**config.mk**
```make
export PLATFORM = sky130hd
export DESIGN_NAME = fetch_unit
export DESIGN_NICKNAME = d
export VERILOG_FILES = /design/src/rtl/fetch_unit.sv
export SDC_FILE = /design/constraint.sdc
export NUM_CORES = 1
export LEC_CHECK = 0
export ABC_AREA = 1
export CORE_MARGIN = 1
export CORE_UTILIZATION = 43
export DETAILED_ROUTE_END_ITERATION = 16
export PLACE_DENSITY = 0.8
export SLEW_MARGIN = 5
export SYNTH_ARGS = -nofsm -noshare
export SYNTH_HDL_FRONTEND = slang
export SYNTH_SLANG_ARGS = --single-unit
export TNS_END_PERCENT = 1
```
**constraint.sdc**
```tcl
create_clock -name CLK -period 6.4 [get_ports CLK]
set_clock_uncertainty 0.05 [all_clocks]
set_input_delay 1.28 -clock CLK [delete_from_list [all_inputs] [get_ports CLK]]
set_output_delay 1.28 -clock CLK [all_outputs]
set_load 0.01 [all_outputs]
```
**src/rtl/fetch_unit.sv**
```systemverilog
// Instruction fetch stage: issues one imem read per PC and holds the word for decode.
// Optional stall-cycle counter enabled by defining FETCH_PERF_CNT_EN.
module fetch_unit #(
    parameter int            n         = 32,
    parameter logic [n-1:0]  NOP_INSTR = 32'h00000013
) (
    input  logic         CLK,
    input  logic         rst,
    input  logic [n-1:0] pc,
    output logic         pc_we,
    input  logic         flush,
    output logic         imem_req,
    output logic [n-1:0] imem_addr,
    input  logic         imem_rvalid,
    input  logic [n-1:0] imem_rdata,
    output logic         if_valid,
    output logic [n-1:0] if_instr,
    output logic [n-1:0] if_pc,
    input  logic         id_ready
`ifdef FETCH_PERF_CNT_EN
    ,
    output logic [31:0]  fetch_stall_cnt
`endif
);

    typedef enum logic [2:0] {
        S_IDLE,
        S_FETCH,
        S_WAIT,
        S_DRAIN,
        S_VALID
    } state_t;

    state_t       state_q, state_d;
    logic         if_valid_q, if_valid_d;
    logic [n-1:0] if_instr_q, if_instr_d;
    logic [n-1:0] if_pc_q, if_pc_d;
    logic [n-1:0] req_addr_q, req_addr_d;

    // State, holding register and request address flops
    always_ff @(posedge CLK or posedge rst) begin
        if (rst) begin
            state_q    <= S_IDLE;
            if_valid_q <= 1'b0;
            if_instr_q <= NOP_INSTR;
            if_pc_q    <= '0;
            req_addr_q <= '0;
        end else begin
            state_q    <= state_d;
            if_valid_q <= if_valid_d;
            if_instr_q <= if_instr_d;
            if_pc_q    <= if_pc_d;
            req_addr_q <= req_addr_d;
        end
    end

    // Next-state and output decode; outputs forced low during reset
    always_comb begin
        state_d    = state_q;
        if_valid_d = if_valid_q;
        if_instr_d = if_instr_q;
        if_pc_d    = if_pc_q;
        req_addr_d = req_addr_q;
        pc_we      = 1'b0;
        imem_req   = 1'b0;
        imem_addr  = '0;
        unique case (state_q)
            S_IDLE: begin
                state_d = S_FETCH;
            end
            S_FETCH: begin
                pc_we = flush;
                if (!flush) begin
                    imem_req   = 1'b1;
                    imem_addr  = pc;
                    req_addr_d = pc;
                    state_d    = S_WAIT;
                end
            end
            S_WAIT: begin
                pc_we = flush;
                if (flush) begin
                    state_d = imem_rvalid ? S_FETCH : S_DRAIN;
                end else if (imem_rvalid) begin
                    if_instr_d = imem_rdata;
                    if_pc_d    = req_addr_q;
                    if_valid_d = 1'b1;
                    state_d    = S_VALID;
                end
            end
            S_DRAIN: begin
                pc_we = flush;
                if (imem_rvalid) begin
                    state_d = S_FETCH;
                end
            end
            S_VALID: begin
                pc_we = flush | id_ready;
                if (flush) begin
                    if_valid_d = 1'b0;
                    if_instr_d = NOP_INSTR;
                    state_d    = S_FETCH;
                end else if (id_ready) begin
                    if_valid_d = 1'b0;
                    state_d    = S_FETCH;
                end
            end
            default: begin
                state_d = S_IDLE;
            end
        endcase
        if (rst) begin
            pc_we     = 1'b0;
            imem_req  = 1'b0;
            imem_addr = '0;
        end
    end

    assign if_valid = if_valid_q;
    assign if_instr = if_instr_q;
    assign if_pc    = if_pc_q;

`ifdef FETCH_PERF_CNT_EN
    logic [31:0] stall_cnt_q, stall_cnt_d;

    // Count cycles with a read outstanding; wraps naturally
    always_comb begin
        stall_cnt_d = stall_cnt_q;
        if (state_q == S_WAIT || state_q == S_DRAIN) begin
            stall_cnt_d = stall_cnt_q + 32'd1;
        end
    end

    // Stall counter register, cleared only by reset
    always_ff @(posedge CLK or posedge rst) begin
        if (rst) begin
            stall_cnt_q <= '0;
        end else begin
            stall_cnt_q <= stall_cnt_d;
        end
    end

    assign fetch_stall_cnt = stall_cnt_q;
`endif

endmodule

```
==> qor.csv <==
metric,value,unit
status,completed,
Die ar.,10000,um^2
Top Ports,168,
"Cell Count, Final, Fillers Out",752,
Sw Ratio,0.344,
Post-Syn Area,4140,um^2
synth top area cells,"dfrtp_1 (59%), o21ai_0 (8.6%), nand2_1 (6.9%), inv_1 (6.7%), nand3_1 (4.2%)",
clock-pin slew reported for the worst setup and hold paths after clock tree synthesis,0.09,ns
Diodes inserted,0,
Site Rows,35,
CP top delay family,buffers and inverters,
fin crit period,4.73,ns
largest net degree at the start of global routing,77,
Final Hold Viols,0,
CP max stage delay,0.57,ns
Power Density,411,nW/um^2
P_int,1630,uW
antenna violations before repair,0,
Worst Path Required,5.07,ns
NetSw,857,uW
placed cells,736,
Worst Path Arrival,3.40,ns
Synth cell types,21,
IO Port Bufs,167,
"Max stage delay cell, worst path",clkdlybuf4s50_1,
HPWL Detailed,7230,um
Crit path buffers/inverters,2,
first-pass GRT wire length,16900,um
Critical Path Most Common Cell,clkdlybuf4s50_1,
cts hold-fix bufs,0,
post-CTS sizing,0,
Post-DRT Antenna Nets,0,
Layout area overhead,46.0,%
layout cells sized above 1,0.0482,
Clk pwr share,0.156,
#FFs+latches synth,100,
critical path class,in -> out,
clk sinks,100,
critical-path cell list,clkdlybuf4s50_1 -> nor2_4 -> nand2_1 -> nor2_1 -> clkdlybuf4s50_1,
Filler cells,758,
critical path peak fanout,20,
Worst setup EP type,primary output,
M2 GR Usage,0.342,
most common library cells after synthesis,"dfrtp_1 (97), nand2_1 (76), inv_1 (74)",
Synth area leader,dfrtp_1,
drt total wl,10300,um
GR Layer Usage met1,0.280,
vias in the first global route,3526,
die width,100,um
max-cap violations,0,
GRT Total Usage,0.214,
"Async S/R FF share, synth",1.00,
Final #Nets,687,
routability cong.,0.779,
Die Ht,100,um
via count,3552,
syn_nets,532,
total negative slack,0,ns
DRT Pass-1 Iters,4,
main flop type after synthesis,dfrtp_1,
fin crit share,0.740,
clk_lat worst skew,0.36,ns
H-tree depth,3,
clock root cell,clkbuf_8,
via density per instance,4.72,
Max VDD drop,0.000178,V
Syn Area/Cell,8.94,um^2
share of the synthesized area in the top cell type,0.586,
"EDFF count, synth",0,
RSZ-0062 raised after global routing,false,
DRC viols,0,
Setup crit start kind,input pin,
GR peak layer,met2,
Worst Hold Class,reg -> reg,
Max Buffers Root-to-Sink,2,
Starting Density,0.446,
CTS tree,yes,
CTS buffer count,9,
met3 Resource Use GR,0.0773,
Slew HR,0.204,
DRC violation total after the first TritonRoute iteration,114,
routed len/inst,13.7,um
"count leader, synth",dfrtp_1,
Post-Syn Instances,463,
leakage power,0.00283,uW
final setup violation count,0,
sequential area share after synthesis,0.605,
"Slew Viols, Final",0,
Yosys Warn Count,0,
core area,9280,um^2
sequential share of power,0.427,
maximum clock rate,211,MHz
Post CTS Setup Buffer Count,0,
total grt overflow,0,
Slew @ Worst Pin,1.19,ns
Logic pwr share,0.418,
## placed cells by master, fill, tap and decap left out
| cell | instances |
|---|---|
| a21oi_1 | 1 |
| buf_12 | 1 |
| buf_4 | 3 |
| clkbuf_8 | 11 |
| clkdlybuf4s50_1 | 167 |
| clkinvlp_4 | 2 |
| dfrtp_1 | 97 |
| dfstp_2 | 3 |
| inv_1 | 73 |
| inv_2 | 2 |
| inv_4 | 1 |
| inv_6 | 3 |
| nand2_1 | 76 |
| nand3_1 | 34 |
| nand3_2 | 1 |
| nand3_4 | 1 |
| nand4_1 | 2 |
| nor2_1 | 46 |
| nor2_4 | 2 |
| nor3_1 | 2 |
| o21a_1 | 1 |
| o21ai_0 | 71 |
| o21ai_1 | 23 |
## final cells by class
cell class	count	area [um^2]	area share
Inverter	76	288	0.0476
Clock buffer	11	151	0.0250
Timing Repair Buffer	171	1710	0.284
Tap cell	129	161	0.0267
Clock inverter	5	41.3	0.00683
Sequential cell	100	2510	0.415
Multi-Input combinational cell	260	1180	0.196
## final timing paths
check | startpoint | endpoint | slack, ns | cells past startpoint
max | flush | imem_addr[0] | 1.67 | 5
min | if_pc[26] | if_pc[26] | 0.44 | 2
max reg2reg | state_q[0] | if_instr[0] | 4.16 | 5
min reg2reg | if_pc[26] | if_pc[26] | 0.44 | 2
max in group asynchronous | rst | req_addr_q[14] | 3.84 | 3
min in group asynchronous | rst | req_addr_q[7] | 1.24 | 2
## worst register-to-register path, stage by stage (launching register included)
cell and delay, ns:
dfrtp_1 0.47, nor2_1 0.21, nand3_1 0.86, nand2_1 0.41, nor2_1 0.07, nor2_1 0.10
## metrics by stage
step,utilization,area (um^2),setup slack [ns],power [uW],hold WS [ns]
after global routing,0.651,6050,1.49,2680,0.466
after floorplan,-,4140,0.703,1560,0.433
after global placement,0.630,5850,1.72,2070,0.416
after CTS,0.651,6050,1.66,2510,0.443
after detailed placement,0.630,5850,1.67,2120,0.422
final,0.651,6050,1.67,2490,0.444
## cells by family after synthesis
logic type	count (synthesis)	share of synthesized area
compound gates	96	0.117
buf+inv	103	0.113
flops	100	0.605
simple gates	164	0.165
## routing by layer
metal | up-vias | share of wire
met1 | 1645 | 0.44
met2 | 145 | 0.46
met3 | 8 | 0.094
li1 | 1754 | -
met4 | 0 | 0.0075
met5 | - | 0
## state kept, by name (all words and copies together), names as in the netlist
name and cells:
if_instr 32, req_addr_q 32, if_pc 32, state_q 3, if_valid 1
## power by group through the flow
| stage | sequential (uW) | combinational (uW) | clock [uW] |
|---|---|---|---|
| 5_1_grt | 1090 | 1160 | 425 |
| 4_1_cts | 1060 | 1050 | 396 |
| 3_5_place_dp | 1070 | 1050 | 0 |
| 2_1_floorplan | 1140 | 412 | 0 |
| 6_report | 1060 | 1040 | 387 |
| 3_3_place_gp | 1060 | 1020 | 0 |
(Power assumes the default switching activity.)
